## config.mk

```make
export PLATFORM = sky130hd
export DESIGN_NAME = stm_decoder
export DESIGN_NICKNAME = d
export VERILOG_FILES = /design/src/rtl/stm_pkg.sv /design/src/rtl/stm_fifo.sv /design/src/rtl/stm_decoder.sv
export SDC_FILE = /design/constraint.sdc
export NUM_CORES = 1
export LEC_CHECK = 0
export BUFFER_PORTS_ARGS = -buffer_cell sky130_fd_sc_hd__clkbuf_2
export CELL_PAD_IN_SITES_DETAIL_PLACEMENT = 1
export CELL_PAD_IN_SITES_GLOBAL_PLACEMENT = 1
export CORE_ASPECT_RATIO = 2
export CORE_MARGIN = 8
export CORE_UTILIZATION = 40
export DETAILED_ROUTE_END_ITERATION = 8
export GPL_TIMING_DRIVEN = 0
export PLACE_DENSITY = 0.83
export SLEW_MARGIN = 20
export SYNTH_ARGS = -nofsm -noshare
export SYNTH_HDL_FRONTEND = slang
export SYNTH_SLANG_ARGS = --single-unit
```

## constraint.sdc

```tcl
create_clock -name CLK -period 3.4 [get_ports CLK]
set_clock_uncertainty 0.2 [all_clocks]
set_input_delay 0.34 -clock CLK [delete_from_list [all_inputs] [get_ports CLK]]
set_output_delay 0.34 -clock CLK [all_outputs]
set_load 0.01 [all_outputs]
```

## src/rtl/stm_pkg.sv

```systemverilog
// Shared definitions for the two-phase alternating state machine and its decoder.
// Both the encoder and the decoder call the step/unstep functions, so the arithmetic is defined in one place.
package stm_pkg;

  localparam logic PHASE_A = 1'b0;
  localparam logic PHASE_B = 1'b1;

  // Callers size-cast in and out of this width. Supported data widths are up to 64 bits.
  localparam int STM_MAXW = 64;
  typedef logic [STM_MAXW-1:0] stm_word_t;

  function automatic stm_word_t step_a(input stm_word_t r, input stm_word_t din);
    return r + din;
  endfunction

  function automatic stm_word_t step_b(input stm_word_t r, input stm_word_t din);
    return r ^ din;
  endfunction

  function automatic stm_word_t unstep_a(input stm_word_t r_next, input stm_word_t r);
    return r_next - r;
  endfunction

  function automatic stm_word_t unstep_b(input stm_word_t r_next, input stm_word_t r);
    return r_next ^ r;
  endfunction

endpackage

```

## src/rtl/stm_fifo.sv

```systemverilog
// Circular-buffer FIFO. A word pushed in cycle t is visible at the head in cycle t+1.
// A push is dropped when the FIFO is full, and a pop is dropped when it is empty.
module stm_fifo #(
  parameter int WIDTH = 32,
  parameter int DEPTH = 2
) (
  input  logic             clk_i,
  input  logic             rst_i,
  input  logic             push_i,
  input  logic [WIDTH-1:0] push_dat_i,
  input  logic             pop_i,
  output logic [WIDTH-1:0] head_dat_o,
  output logic             full_o,
  output logic             empty_o
);

  localparam int PW = $clog2(DEPTH);
  localparam int CW = $clog2(DEPTH + 1);

  logic [WIDTH-1:0] mem_q [DEPTH];
  logic [PW-1:0]    wr_ptr_q, wr_ptr_d, rd_ptr_q, rd_ptr_d;
  logic [CW-1:0]    count_q, count_d;
  logic             do_push, do_pop;

  assign full_o     = (count_q == CW'(DEPTH));
  assign empty_o    = (count_q == '0);
  assign do_push    = push_i & ~full_o;
  assign do_pop     = pop_i & ~empty_o;
  assign head_dat_o = empty_o ? '0 : mem_q[rd_ptr_q];

  // DEPTH is a power of two, so the pointers wrap naturally.
  always_comb begin
    wr_ptr_d = wr_ptr_q;
    rd_ptr_d = rd_ptr_q;
    count_d  = count_q;
    if (do_push) wr_ptr_d = wr_ptr_q + PW'(1);
    if (do_pop)  rd_ptr_d = rd_ptr_q + PW'(1);
    case ({do_push, do_pop})
      2'b10:   count_d = count_q + CW'(1);
      2'b01:   count_d = count_q - CW'(1);
      default: count_d = count_q;
    endcase
  end

  always_ff @(posedge clk_i or posedge rst_i) begin
    if (rst_i) begin
      wr_ptr_q <= '0;
      rd_ptr_q <= '0;
      count_q  <= '0;
    end else begin
      wr_ptr_q <= wr_ptr_d;
      rd_ptr_q <= rd_ptr_d;
      count_q  <= count_d;
    end
  end

  // Storage needs no reset because the head output is masked while the FIFO is empty.
  always_ff @(posedge clk_i) begin
    if (do_push) mem_q[wr_ptr_q] <= push_dat_i;
  end

endmodule

```

## src/rtl/stm_decoder.sv

```systemverilog
// Recovers the input words of the add/xor alternating machine from its observed r samples.
// Each word appears on dout one cycle after its sample is accepted. obs_ready is low while the FIFO is full.
module stm_decoder
  import stm_pkg::*;
#(
  parameter int WIDTH = 32,
  parameter int DEPTH = 2
) (
  input  logic             CLK,
  input  logic             RST,
  input  logic             obs_valid,
  output logic             obs_ready,
  input  logic [WIDTH-1:0] obs,
  input  logic             sync,
  output logic             dout_valid,
  input  logic             dout_ready,
  output logic [WIDTH-1:0] dout,
  output logic             phase,
  output logic             primed,
  output logic [31:0]      decoded_count
);

  logic             phase_q, phase_d;
  logic             primed_q, primed_d;
  logic [WIDTH-1:0] prev_q, prev_d;
  logic [31:0]      cnt_q, cnt_d;
  logic [WIDTH-1:0] word;
  logic             obs_fire, push, pop, full, empty;

  // Ready depends only on the registered FIFO fill level, never on dout_ready.
  assign obs_ready     = ~full;
  assign obs_fire      = obs_valid & obs_ready;
  assign pop           = dout_valid & dout_ready;
  assign push          = obs_fire & primed_q & ~sync;
  assign dout_valid    = ~empty;
  assign phase         = phase_q;
  assign primed        = primed_q;
  assign decoded_count = cnt_q;

  always_comb begin
    phase_d  = phase_q;
    primed_d = primed_q;
    prev_d   = prev_q;
    cnt_d    = cnt_q;
    word     = (phase_q == PHASE_A)
             ? WIDTH'(unstep_a(STM_MAXW'(obs), STM_MAXW'(prev_q)))
             : WIDTH'(unstep_b(STM_MAXW'(obs), STM_MAXW'(prev_q)));
    if (obs_fire) prev_d = obs;
    // On sync, a sample accepted in the same cycle becomes the new phase-A start value.
    if (sync) begin
      primed_d = obs_fire;
      phase_d  = PHASE_A;
    end else if (obs_fire) begin
      if (primed_q) begin
        phase_d = ~phase_q;
        cnt_d   = cnt_q + 32'd1;
      end else begin
        primed_d = 1'b1;
      end
    end
  end

  always_ff @(posedge CLK or posedge RST) begin
    if (RST) begin
      phase_q  <= PHASE_A;
      primed_q <= 1'b0;
      prev_q   <= '0;
      cnt_q    <= '0;
    end else begin
      phase_q  <= phase_d;
      primed_q <= primed_d;
      prev_q   <= prev_d;
      cnt_q    <= cnt_d;
    end
  end

  stm_fifo #(
    .WIDTH(WIDTH),
    .DEPTH(DEPTH)
  ) u_fifo (
    .clk_i      (CLK),
    .rst_i      (RST),
    .push_i     (push),
    .push_dat_i (word),
    .pop_i      (pop),
    .head_dat_o (dout),
    .full_o     (full),
    .empty_o    (empty)
  );

endmodule

```

Yosys cells after proc, flatten, opt, wreduce, memory -nomap -nowiden
Memories as Yosys holds them, arrays and structs flattened.
Cells that the tools add are included.

storage, ports and cells
  output and inout bits = 68
  logic and storage cells = 44
  input port bits = 37
  memories = 1
  RAM bits = 64
  register bits = 70

memories
  memory        words  bits a word  rd ports  clocked after memory_dff  wr ports  line            source
  u_fifo.mem_q  2      32           1         0                         1         stm_fifo.sv:20  logic [WIDTH-1:0] mem_q [DEPTH];

operators by class
  reduce and logical (&&, ||, !) cells = 6
  eq/ne operators = 3
  bitwise gates (word level) = 11
  muxes and demuxes = 10
  add/subtract/negate cells = 6

operators with widths
  kind                                                                    count
  32-bit 2-to-1 mux                                                       2
  32-bit by 1-bit adder with 32-bit output (second input constant)        1
  32-bit subtractor                                                       1
  32-bit XOR                                                              1
  1-bit 2-to-1 mux                                                        7
  1-bit AND                                                               6
  2-bit nonzero test                                                      3
  2-bit equality test (second input constant)                             2
  1-bit inverter                                                          4
  2-bit case mux with 2 select lines                                      1
  3-bit AND reduction                                                     1
  1-bit adder (second input constant)                                     2
  2-bit by 1-bit adder with 2-bit output (second input constant)          1
  2-bit by 1-bit equality test with 1-bit output (second input constant)  1
  2-bit zero test                                                         1
  2-bit AND reduction                                                     1
  2-bit by 1-bit subtractor with 2-bit output (second input constant)     1

Logic depth before layout (Yosys ltp)
Gate-level depths: netlist of run 1.

  depth in word-level cells = 8
  mapped depth = 10
  mapped depth without buffers = 10

By module
Synthesis of run 1 repeated with hierarchy kept, for this count alone.

unflattened totals
  cell total of the unflattened synthesis = 690
  area, all modules = 7209.4 sq um

modules (own cells, without submodules)
  module       cells an instance  seq. area each (sq um)  instances  area each (sq um)
  stm_decoder  536                1651.6                  1          4599.4
  stm_fifo     154                2021.9                  1          2610.0

Worst setup path after synthesis of run 1
Ideal clock, no wire load.

  path type = reg-to-reg
  start = register u_fifo.count_q[0]
  end = memory u_fifo.mem_q[0][0] (enable)
  setup slack = 0.453 ns
  path buffers = 1
  data arrival time = 2.325 ns
  setup time = 0.421 ns
  required time = 2.779 ns
  stages on the path, launching flop included = 6
  period minus slack after synthesis = 2.947 ns
  cells stage by stage = dfrtp_1 -> nand2b_2 -> and4b_1 -> buf_6 -> inv_1 -> nor2_1

between the ends
  longest elaborated chain between the ends = 8

RTL lines
  element                                     line               source
  start: declaration                          stm_fifo.sv:22     logic [CW-1:0] count_q, count_d;
  start signal: assignment                    stm_fifo.sv:53     count_q <= count_d;
  2-bit equality test (*)                     stm_fifo.sv:25     assign full_o = (count_q == CW'(DEPTH));
  1-bit inverter (*)                          stm_decoder.sv:31  assign obs_ready = ~full;
  named net obs_ready                         stm_decoder.sv:12  output logic obs_ready,
  1-bit AND                                   stm_decoder.sv:32  assign obs_fire = obs_valid & obs_ready;
  1-bit AND (2 in a row)                      stm_decoder.sv:34  assign push = obs_fire & primed_q & ~sync;
  1-bit AND (*)                               stm_fifo.sv:27     assign do_push = push_i & ~full_o;
  1-bit 2-to-1 mux (*)                        stm_fifo.sv:59     if (do_push) mem_q[wr_ptr_q] <= push_dat_i;
  1-bit 2-to-1 mux (implied by the code) (*)  stm_fifo.sv:59
  end: declaration                            stm_fifo.sv:20

The timed path passes the listed nets; every way through them passes the cells marked *.

Worst setup path after layout of run 1
  start = register prev_q[0]
  end = memory u_fifo.mem_q[0][30], data pin

between the ends
  longest elaborated chain between the ends = 2

RTL lines
  element                          line               source
  start: declaration               stm_decoder.sv:25  logic [WIDTH-1:0] prev_q, prev_d;
  start signal: assignment         stm_decoder.sv:72  prev_q <= prev_d;
  32-bit subtractor                stm_pkg.sv:21      return r_next - r;
  32-bit 2-to-1 mux                stm_decoder.sv:46  ? WIDTH'(unstep_a(STM_MAXW'(obs), STM_MAXW'(prev_q)))
  named net u_fifo.push_dat_i[30]  stm_fifo.sv:10     input logic [WIDTH-1:0] push_dat_i,

The timed path passes the listed nets, and every way through them passes these cells.

==> results.toml, run 1 <==
[setup_path]
crit_path_start_kind = "register"
critPathArrivalTime_ns = 3.31
worst_setup_path_end_kind = "register"
cp_max_fo = 4
required_ns = 3.36
crit_type = "register to register"

[timing]
period_share = 0.984
finalHoldViolCount = 0
fmax_ghz = 0.299
setup_viol_count_final = 0
tightest_slew_ns = 0.781
setup_tns_ns = 0
slew_violations = 0
grt_setup_unrepaired = "false"
maxSlewHeadroom = 0.479
period_needed_ns = 3.35

[worst_hold_path]
worst_hold_path_type = "primary input to register"

[drt]
first_pass_iters = 4
routedWlPerCell_um = 18.2
vias_per_cell = 5.27
ant_nets = 0
via_count = 5381
drt-initial-drc-count = 187
drc = 0
drt-total-wl_um = 18600

[final_layout]
fillers = 1955
synthToLayoutAreaGrowth_pct = 25.0
drive_above_1_share = 0.240
diodes = 0
finalInstanceArea_sq_mm = 0.00895
nets = 866

[clock_tree]
postCtsSetupBuffers = 0
cts_tree = "done"
ctsLongestPathBuffers = 2
numCtsBuffers = 17
clock_sinks = 134
clkTransAtPathRegs_ns = 0.06
postCtsHoldBufs = 30
root_buffer = "clkbuf_16"
clk_latency_ns = 0.42
h-tree-depth = 4
cts_resized = 0

[die]
initial_core_util = 0.405
dieArea_sq_mm = 0.0227
die_h_um = 205
die_width_um = 111
rows = 69
io_pins = 105
core_area_sq_mm = 0.0177

[synthesis]
synthTopCellsByCount = "dfrtp_1, edfxtp_1, nor2_1, nand2_1, xnor2_1"
syn_inst = 639
postSynthNetCount = 710
post_synth_instance_area_sq_mm = 0.00716
synth_cell_types = 59
synth_edf_count = 64
synth-main-ff-cell = "dfrtp_1"
synth-seq-area-share = 0.513
synth_most_common_cell = "dfrtp_1"
ys_seq_elements = 134
syn_area_per_cell_sq_um = 11.2
yosys-top-cells-area = "edfxtp_1, dfrtp_1, ha_1"
synthArstFlopShare = 0.522
netlist.area_leader.share = 0.268
yosysWarnings = 0
synth_top_area_cell = "edfxtp_1"

[pwr]
ir_worst_vdd_uv = 379
p_per_area_mw_per_mm2 = 877
p_leak_nw = 4.00

[global_route]
grt_pass1_wl_um = 30400
grt_pass1_vias = 6070
grt-ovfl-total = 0
grt_max_degree = 44
antenna_found_initial = 0
grt_usage = 0.168

[placed_design]
gp_congestion = 0.829
postPlaceCellArea_sq_mm = 0.00804
io_buffers = 104
hpwl_um = 14000

[flow_run]
drv_cap = 0

[outcome]
status = "complete, no violations"
==> registers in the layout, indices dropped and copies added, names as in the netlist <==
| register | flops |
|---|---|
| u_fifo.rd_ptr_q | 1 |
| decoded_count | 32 |
| prev_q | 32 |
| u_fifo.wr_ptr_q | 1 |
| u_fifo.count_q | 2 |
| phase | 1 |
| u_fifo.mem_q | 64 |
| primed | 1 |
==> logic make-up after synthesis <==
| group | share of synthesized area |
|---|---|
| flip-flops | 0.513 |
| multiplexers | 0.0949 |
| adder cells (fa/ha/maj) | 0.0605 |
| XOR/XNOR | 0.0807 |
| AND/OR/NAND/NOR | 0.127 |
| buffers and inverters | 0.0323 |
| AO/OA/AOI/OAI | 0.0917 |
==> metrics by stage <==
step	utilization	power (mW)	hold WS (ns)	setup WS [ns]	cells
floorplan	-	4.90	0.206	0.453	639
global placement	0.449	5.77	0.264	-0.280	956
detailed placement	0.454	5.95	0.152	0.125	959
CTS	0.506	7.90	0.0184	0.168	1021
global route	0.506	8.31	0.0151	0.123	1021
finish	0.506	7.85	0.0306	0.0545	1021
==> path summary, 6_finish.rpt <==
path / end / slack (ns) / from / cells past startpoint
max in group asynchronous: decoded_count[0]$_DFFE_PP0N_ / 2.15 / RST / 4
min in group asynchronous: prev_q[6]$_DFFE_PP0P_ / 0.28 / RST / 3
max: u_fifo.mem_q[0][30]$_DFFE_PP_ / 0.05 / prev_q[0]$_DFFE_PP0P_ / 9
min: prev_q[2]$_DFFE_PP0P_ / 0.03 / obs[2] / 2
max reg2reg: u_fifo.mem_q[0][30]$_DFFE_PP_ / 0.05 / prev_q[0]$_DFFE_PP0P_ / 9
min reg2reg: decoded_count[31]$_DFFE_PP0N_ / 0.27 / decoded_count[31]$_DFFE_PP0N_ / 1
==> critical path, cell delays in order, from the launching register on <==
cell and delay, ns:
dfrtp_1 0.38, ha_1 0.22, fa_1 0.41, and2b_1 0.27
o211ai_1 0.14, a31o_2 0.25, o21ai_2 0.27, o211ai_1 0.26
and3_1 0.24, nor4_1 0.45
==> cell usage in the layout (no fill, tap or decap), drive strengths merged, types with 8 or more instances in the layout <==
cell type,instances
clkbuf,143
dfrtp,70
nor2,65
edfxtp,64
nand2,46
xnor2,46
inv,40
a21oi,35
mux2i,33
ha,33
mux2,31
dlygate4sd3,30
o21ai,23
xor2,20
nand3,17
and3,12
a21o,11
nand4,11
buf,8
==> metal layers <==
layer,GRT usage,vias to the layer above,share of wire
met2,0.329,106,0.57
met1,0.154,2659,0.36
met4,0.0908,0,0.037
met5,0,-,0
li1,-,2578,-
met3,0.0368,38,0.028
==> final cells by class <==
type,instances,area (sq um),share of cell area
repair buffers,137,903,0.101
clock buffers,24,557,0.0622
multi-input cells,447,3260,0.365
flip-flops and latches,134,3670,0.410
inverters,38,145,0.0162
clock inverters,8,53.8,0.00601
plain buffers,20,88.8,0.00992
well taps,213,267,0.0298
==> report_power, final <==
part           total, mW  switching, mW  internal (mW)
clock network       1.85          0.701           1.15
logic               3.50           2.11           1.39
registers           2.50          0.193           2.31
No activity file was read; power rests on OpenSTA's default activity.
==> run 2, diff against run 1 <==
--- a/config.mk
+++ b/config.mk
@@ -13,7 +13,7 @@
 export CORE_UTILIZATION = 40
 export DETAILED_ROUTE_END_ITERATION = 8
 export GPL_TIMING_DRIVEN = 0
-export PLACE_DENSITY = 0.83
+export PLACE_DENSITY = 0.82
 export SLEW_MARGIN = 20
 export SYNTH_ARGS = -nofsm -noshare
 export SYNTH_HDL_FRONTEND = slang
==> results.toml, run 2 (synthesis gave the netlist of run 1 again) <==
[outcome]
status = "complete, no violations"

[die]
die_width_um = 111
rows = 69
die_h_um = 205
dieArea_sq_mm = 0.0227
io_pins = 105
core_area_sq_mm = 0.0177
initial_core_util = 0.405

[final_layout]
finalInstanceArea_sq_mm = 0.00888
nets = 864
layout_commonest_cell = "clkbuf_2"
drive_above_1_share = 0.238
regMostFlops = "u_fifo.mem_q"
diodes = 0
layout_common_cells = "clkbuf_2, dfrtp_1, edfxtp_1"
synthToLayoutAreaGrowth_pct = 24.1
final_util = 0.502
largest_reg_flops = 64

[pwr]
p_leak_nw = 3.95
internal-power_mw = 4.77
switching_share = 0.387
p_sw_mw = 3.02
clockPowerShare = 0.227
seqPwrFrac = 0.321
p_per_area_mw_per_mm2 = 877
ir_worst_vdd_uv = 388
combinationalPowerShare = 0.452

[global_route]
grt_pass1_wl_um = 30600
antenna_found_initial = 0
grt_pass1_vias = 5978
grt_max_degree = 42
grt_usage = 0.169
grt-ovfl-total = 0

[drt]
drc = 0
wl_met2_um = 10800
highest_layer = "met4"
routedWlPerCell_um = 18.3
via_count = 5384
ant_nets = 0
drt-initial-drc-count = 271
first_pass_iters = 4
wirelength_met1_um = 6720
drt-total-wl_um = 18700
wl_met3_um = 538
vias_per_cell = 5.28

[clock_tree]
postCtsSetupBuffers = 0
root_buffer = "clkbuf_16"
clk_latency_ns = 0.42
numCtsBuffers = 17
ctsLongestPathBuffers = 2
clock_sinks = 134
clkTransAtPathRegs_ns = 0.06
cts_tree = "done"
h-tree-depth = 4

[timing]
maxSlewHeadroom = 0.485
fmax_ghz = 0.306
grt_setup_unrepaired = "false"
period_share = 0.960
slew_violations = 0
setup_viol_count_final = 0
period_needed_ns = 3.27
setup_tns_ns = 0
tightest_slew_ns = 0.772
holdWs_ns = 0.0104
finalHoldViolCount = 0

[worst_hold_path]
hold_start = "obs[4]"
worst_hold_path_type = "primary input to register"
min_delay_path_depth = 2

[setup_path]
cp_max_fo = 4
r2r_cells = 9
reg2reg_slack_ns = 0.13
critPathArrivalTime_ns = 3.26
timing.rr.start = "prev_q[0]$_DFFE_PP0P_"
crit_type = "register to register"
required_ns = 3.40
crit_path_start = "prev_q[0]$_DFFE_PP0P_"
worst_setup_path_end_kind = "register"
crit_path_start_kind = "register"

[placed_design]
hpwl_um = 14200
postPlaceCellArea_sq_mm = 0.00803
gp_congestion = 0.856
io_buffers = 104

[flow_run]
drv_cap = 0
==> run 2: changes by cell type in the layout (fill, tap and decap cells not counted) <==
| cell | previous run | this run |
|---|---|---|
| clkbuf_8 | 2 | 0 |
| clkinvlp_4 | 3 | 4 |
| clkinv_1 | 0 | 4 |
| clkbuf_16 | 21 | 17 |
| inv_4 | 3 | 1 |
| nor4_2 | 0 | 1 |
| clkbuf_1 | 16 | 15 |
| bufinv_16 | 0 | 2 |
| buf_16 | 3 | 2 |
| inv_6 | 0 | 1 |
| buf_12 | 0 | 1 |
| nor4_1 | 2 | 1 |
| clkinv_2 | 2 | 3 |
| dlygate4sd3_1 | 30 | 28 |
==> run 2: layout make-up <==
type | instances | area (sq um)
inverter | 38 | 145
multi-input combinational | 447 | 3270
sequential | 134 | 3670
tap | 213 | 267
buffer | 20 | 88.8
clock inverter | 15 | 138
fill | 1943 | 8810
timing repair buffer | 135 | 876
clock buffer | 17 | 425
==> run 2: metrics by stage <==
step,total power [mW],setup WS (ns),cells
floorplan,4.90,0.453,639
CTS,7.83,0.0401,1019
global placement,5.77,-0.289,956
global route,8.27,0.00465,1019
detailed placement,5.97,0.0731,959
finish,7.79,0.135,1019
==> run 2: final timing paths <==
check,to
max,u_fifo.mem_q[1][30]$_DFFE_PP_
min,prev_q[4]$_DFFE_PP0P_
max reg2reg,u_fifo.mem_q[1][30]$_DFFE_PP_
min reg2reg,decoded_count[31]$_DFFE_PP0N_
max in group asynchronous,decoded_count[5]$_DFFE_PP0N_
min in group asynchronous,decoded_count[27]$_DFFE_PP0N_
==> run 2: per-layer routing <==
layer	GRT usage	vias up
met4	0.0923	0
met3	0.0324	35
met1	0.158	2650
met2	0.332	117
li1	-	2582
met5	0	-
==> run 2: worst max-delay path, stage by stage, from the launching register on <==
cell and delay [ns]:
dfrtp_1 0.39, ha_1 0.22, fa_1 0.40, and2b_1 0.24
o211ai_1 0.15, a31o_2 0.27, o21ai_2 0.27, o211ai_1 0.27
and3_1 0.26, nor4_2 0.38
==> run 2: timing repair <==
| item | 4_1_cts | 5_1_grt |
|---|---|---|
| hold endpoints to repair | 57 | 0 |
| endpoints found under the setup margin | 0 | 2 |
| gates resized for setup | 0 | 1 |
| hold buffers | 28 | 0 |
==> run 2: power by group through the flow <==
stage,logic (mW),registers [mW],clock network (mW)
finish,3.52,2.50,1.77
global route,3.86,2.54,1.87
CTS,3.52,2.50,1.80
detailed placement,3.44,2.53,0
global placement,3.27,2.50,0
floorplan,2.41,2.49,0
